==> src/rtl/aes_round_pkg.sv <==
// Shared types and round-limit lookup for the AES round sequencer.
package aes_round_pkg;

  localparam int unsigned RND_CNT_W  = 5;
  localparam int unsigned NR_128_DEF = 10;
  localparam int unsigned NR_192_DEF = 12;
  localparam int unsigned NR_256_DEF = 14;

  typedef enum logic [1:0] {
    KM_128     = 2'd0,
    KM_192     = 2'd1,
    KM_256     = 2'd2,
    KM_ILLEGAL = 2'd3
  } key_mode_t;

  typedef enum logic [1:0] {
    IDLE = 2'd0,
    RUN  = 2'd1,
    DONE = 2'd2
  } seq_state_t;

  // Final round index for a key mode; limits default to the standard AES values.
  function automatic logic [RND_CNT_W-1:0] nr_of(input key_mode_t   km,
                                                 input int unsigned nr128 = NR_128_DEF,
                                                 input int unsigned nr192 = NR_192_DEF,
                                                 input int unsigned nr256 = NR_256_DEF);
    case (km)
      KM_128:  return RND_CNT_W'(nr128);
      KM_192:  return RND_CNT_W'(nr192);
      KM_256:  return RND_CNT_W'(nr256);
      default: return '0;
    endcase
  endfunction

endpackage

==> src/rtl/aes_round_sequencer.sv <==
// AES round sequencer for 128/192/256-bit keys with start/busy/done handshake.
// Optional reverse counting for decryption: AES_ROUND_SEQ_DECRYPT_EN.
module aes_round_sequencer
  import aes_round_pkg::*;
#(
  parameter int unsigned CNT_W  = 5,
  parameter int unsigned NR_128 = NR_128_DEF,
  parameter int unsigned NR_192 = NR_192_DEF,
  parameter int unsigned NR_256 = NR_256_DEF
) (
  input  logic             clk,
  input  logic             rst,
  input  logic             start,
  input  logic [1:0]       key_mode,
  input  logic             advance,
`ifdef AES_ROUND_SEQ_DECRYPT_EN
  input  logic             decrypt,
`endif
  output logic [CNT_W-1:0] round_count,
  output logic             busy,
  output logic             first_round,
  output logic             final_round,
  output logic             done,
  output logic             mode_err
);

  if ((32'(1) << CNT_W) <= NR_256) begin : g_cnt_w_chk
    $error("CNT_W is too narrow to hold NR_256");
  end

  seq_state_t       state_q, state_d;
  logic [CNT_W-1:0] rc_q, rc_d;
  logic [CNT_W-1:0] nr_q, nr_d;
  logic             busy_q, busy_d;
  logic             done_q, done_d;
  logic             err_q, err_d;
  logic [CNT_W-1:0] nr_sel;
  logic [CNT_W-1:0] start_val;
  logic [CNT_W-1:0] end_val;
  logic [CNT_W-1:0] rc_step;
  key_mode_t        km;

  assign km     = key_mode_t'(key_mode);
  assign nr_sel = CNT_W'(nr_of(km, NR_128, NR_192, NR_256));

`ifdef AES_ROUND_SEQ_DECRYPT_EN
  logic dec_q, dec_d;

  // Decryption walks the key schedule backwards: Nr down to 0.
  assign start_val = dec_q ? nr_q : '0;
  assign end_val   = dec_q ? '0 : nr_q;
  assign rc_step   = dec_q ? rc_q - CNT_W'(1) : rc_q + CNT_W'(1);
`else
  assign start_val = '0;
  assign end_val   = nr_q;
  assign rc_step   = rc_q + CNT_W'(1);
`endif

  always_comb begin
    state_d = state_q;
    rc_d    = rc_q;
    nr_d    = nr_q;
    err_d   = 1'b0;
`ifdef AES_ROUND_SEQ_DECRYPT_EN
    dec_d   = dec_q;
`endif
    case (state_q)
      IDLE: begin
        if (start) begin
          if (km == KM_ILLEGAL) begin
            err_d = 1'b1;
          end else begin
            nr_d    = nr_sel;
            state_d = RUN;
`ifdef AES_ROUND_SEQ_DECRYPT_EN
            dec_d   = decrypt;
            rc_d    = decrypt ? nr_sel : '0;
`else
            rc_d    = '0;
`endif
          end
        end
      end
      RUN: begin
        if (advance) begin
          if (rc_q == end_val) state_d = DONE;
          else                 rc_d    = rc_step;
        end
      end
      DONE: begin
        rc_d    = '0;
        state_d = IDLE;
      end
      default: state_d = IDLE;
    endcase
    busy_d = (state_d != IDLE);
    done_d = (state_d == DONE);
  end

  always_ff @(posedge clk or posedge rst) begin
    if (rst) begin
      state_q <= IDLE;
      rc_q    <= '0;
      nr_q    <= '0;
      busy_q  <= 1'b0;
      done_q  <= 1'b0;
      err_q   <= 1'b0;
`ifdef AES_ROUND_SEQ_DECRYPT_EN
      dec_q   <= 1'b0;
`endif
    end else begin
      state_q <= state_d;
      rc_q    <= rc_d;
      nr_q    <= nr_d;
      busy_q  <= busy_d;
      done_q  <= done_d;
      err_q   <= err_d;
`ifdef AES_ROUND_SEQ_DECRYPT_EN
      dec_q   <= dec_d;
`endif
    end
  end

  assign round_count = rc_q;
  assign busy        = busy_q;
  assign done        = done_q;
  assign mode_err    = err_q;
  assign first_round = (state_q == RUN) && (rc_q == start_val);
  assign final_round = (state_q == RUN) && (rc_q == end_val);

endmodule

==> config.mk <==
export PLATFORM = sky130hd
export DESIGN_NAME = aes_round_sequencer
export DESIGN_NICKNAME = d
export VERILOG_FILES = /design/src/rtl/aes_round_pkg.sv /design/src/rtl/aes_round_sequencer.sv
export SDC_FILE = /design/constraint.sdc
export NUM_CORES = 1
export LEC_CHECK = 0
export ABC_AREA = 0
export BUFFER_PORTS_ARGS = -buffer_cell sky130_fd_sc_hd__buf_2
export CORE_UTILIZATION = 32
export DETAILED_ROUTE_END_ITERATION = 10
export GPL_ROUTABILITY_DRIVEN = 0
export PLACE_DENSITY = 0.54
export SETUP_SLACK_MARGIN = 0.2
export SLEW_MARGIN = 30
export SYNTH_ARGS = -nofsm -noshare
export SYNTH_HDL_FRONTEND = slang
export SYNTH_SLANG_ARGS = --single-unit
==> constraint.sdc <==
create_clock -name clk -period 1.6 [get_ports clk]
set_input_delay 0.32 -clock clk [delete_from_list [all_inputs] [get_ports clk]]
set_output_delay 0.32 -clock clk [all_outputs]
set_load 0.02 [all_outputs]
==> summary.md <==
| Metric | Value |
|---|---|
| Flop and latch count out of synthesis | 13 |
| Die ar. | 2510 um^2 |
| Max-cap violation count | 0 |
| CTS Buf Count | 3 |
| Area after DPL | 888 um^2 |
| Final Hold Viols | 0 |
| Post-route minimum period | 1620 ps |
| Clk sinks | 13 |
| Leading area contributor after synthesis | dfrtp_1 |
| Vias per std cell | 4.66 |
| CTS root buffer | clkbuf_4 |
| P_leak | 0.462 nW |
| Worst-Margin Slew | 508 ps |
| Clock buffer depth | 2 |
| Initial core utilization | 33.8% |
| Syn Nets | 81 |
| Critical path type | reg2out |
| Setup TNS | -39.1 ps |
| CP Launch Type | flip-flop |
| Wirelength per Cell | 12.4 um |
| HP Class | in2async |
| Fin nets | 109 |
| Fin util | 44.9% |
| RSZ-0062 raised after global routing | true |
| Yosys Warn Count | 0 |
| Fmax | 616 MHz |
| Psw | 0.000680 W |
| Die width | 50.1 um |
| Total GRT Usage | 15.4% |
| Clock Skew | 0.256 ps |
| Multi-input gate area | 415 um^2 |
| Detailed Route Iter0 Violations | 10 |
| Pint | 0.000945 W |
| Mapped cell area | 739 um^2 |
| Syn Area/Cell | 10.6 um^2 |
| Worst setup EP type | primary output |
| 1st-pass router iterations | 4 |
| Worst R2R End | round_count[2] |
| RR Startpoint | round_count[1] |
| # fillers | 225 |
| Share of cells above drive strength 1 | 45.4% |
| Pin count of the biggest net entering global routing | 14 |
| Slew Viols, Final | 0 |
| Row count | 17 |
| Worst ir drop on vdd | 0.839 mV |
| CTS tree | built |
| CORE AREA | 2190 um^2 |
| Die Span Y | 50.1 um |
| Part of the Yosys area used for sequential elements | 44.0% |
| # diodes | 0 |
| Final instance area | 985 um^2 |
| Final setup violation count | 2 |
| First-pass GRT wire length | 2.86 mm |
| IO Port Bufs | 15 |
| Tcrit/Tclk final | 102% |
| Failing checks | negative setup slack |
| Sequential share of power | 36.5% |
| Setup ws final | -24.7 ps |
| Part of the power in the clock network | 12.0% |
| Register area | 332 um^2 |
| Sw frac | 41.8% |
| Crit path max fanout | 4 |
| Max-slew headroom | 66.1% |
| I/O pin total | 16 |
| H-Tree Depth | 1 |
| Synthesized netlist cell count | 70 |
| Vias | 583 |
| R2R depth | 5 |
| Part of the power in combinational logic | 51.5% |
| Initial antenna violation count | 0 |
| Synth-to-Final Area Change | 33.2% |
| Pwr per Cell Area | 1650 nW/um^2 |
| DRC viols | 0 |
| Worst-Skew Late Latency | 260 ps |
| Worst Path Arrival | 1300 ps |
| Grt total ovfl | 0 |
| Antenna Violating Nets Remaining | 0 |
| Post-DP HPWL | 1.14 mm |
| Final Power | 0.00162 W |
| Critical path startpoint | round_count[1] |
| CP endpoint | first_round |
| Status | finished, violations left |
| Vias in the first global route | 615 |
| Reg2reg setup slack | 120 ps |
| Post-synth top area share | 44.0% |
| Library cells used by synthesis | 26 |
| Required time worst endpoint | 1280 ps |
| Detailed Route WL | 1.55 mm |
| Hold Slack | 66.6 ps |
| Clk slew on worst S/H paths | 80 ps |
| Dominant cells by area after synthesis | dfrtp_1, ha_1, xnor2_2 |
routing by layer:
layer	GRT usage, %	share of wire (%)
met5	0	0
met4	7.14	0.84
met2	24.0	48
met1	20.3	47
met3	2.78	3.6
per-stage QoR:
stage | instances | setup WS, ps
after floorplan | 70 | 209
after global placement | 116 | 139
after detailed placement | 116 | 121
after CTS | 124 | -39.8
after global routing | 125 | -111
final | 125 | -24.7
registers in the layout, summed over array words and instances (netlist names):
name         count
end_val          3
done             1
busy             1
mode_err         1
state_q          2
round_count      5
power groups by stage:
stage | clock network [W] | registers (W) | logic [W]
after floorplan | 0 | 0.000669 | 0.000436
after global placement | 0 | 0.000593 | 0.000734
after detailed placement | 0 | 0.000603 | 0.000739
after CTS | 0.000203 | 0.000597 | 0.000810
after global routing | 0.000229 | 0.000612 | 0.000925
final | 0.000195 | 0.000593 | 0.000836
layout by cell type, fill, tap and decap left out, types with 2 or more instances in the layout:
master    count
nand3_1       2
ha_1          4
dfrtp_1       8
xnor2_2       3
clkbuf_4      3
buf_4         8
or2_1         3
inv_2         2
inv_1         4
buf_2        12
nand2b_1      3
o21ai_1       3
o31ai_1       2
buf_6         3
a211o_1       2
nor2_1        6
a21oi_1       2
nand2_1       5
dfrtp_2       5
worst max-delay path: stages, from the launching register on:
cell	delay (ps)
dfrtp_2	450
inv_2	70
ha_1	130
nand3b_1	100
nor3_2	120
buf_4	160
layout make-up:
class | count | share of cell area (%)
clock buffer | 4 | 2.67
multi-input combinational | 51 | 42.2
inverter | 6 | 2.29
sequential | 13 | 33.7
timing repair buffer | 23 | 15.6
tap | 28 | 3.56
cells in the mapped netlist:
master / count
nand2_1: 5
ha_1: 5
nand3b_1: 1
and2_0: 1
nand4_4: 1
nor3b_2: 1
inv_1: 6
o2bb2ai_1: 1
nor2_1: 8
xnor2_2: 3
and2b_1: 1
a32oi_1: 1
a211o_1: 2
or2_1: 3
o21ai_1: 3
nor3_1: 1
mux2_1: 1
nand3_1: 2
a21oi_1: 2
nor2b_1: 1
o31ai_1: 2
and3_1: 1
and4b_1: 1
nor4b_2: 1
dfrtp_1: 13
nand2b_1: 3
worst min path at each step:
stage | depth (start not counted) | slack, ps | end | from
2_1_floorplan | 1 | 200 | busy | rst
3_3_place_gp | 2 | 380 | end_val[1] | rst
3_5_place_dp | 2 | 370 | end_val[1] | rst
4_1_cts | 2 | 80 | end_val[2] | rst
5_1_grt | 2 | 100 | end_val[3] | rst
6_report | 2 | 70 | end_val[3] | rst
timing repair:
action	in CTS	in global routing
setup buffers	4	1
pin swaps	1	1
hold buffers	0	0
gates resized for setup	6	5
endpoints found under the setup margin	4	6
kinds of logic after synthesis:
| family | after synthesis | synth area share, % |
|---|---|---|
| AOI/OAI and AO/OA | 11 | 10.2 |
| buffers and inverters | 6 | 3.05 |
| DFF | 13 | 44.0 |
| xor gates and xnor gates | 3 | 6.60 |
| muxes | 1 | 1.52 |
| and+or+nand+nor | 31 | 26.2 |
| adders and majority gates | 5 | 8.46 |
No activity file was read; power rests on OpenSTA's default activity.
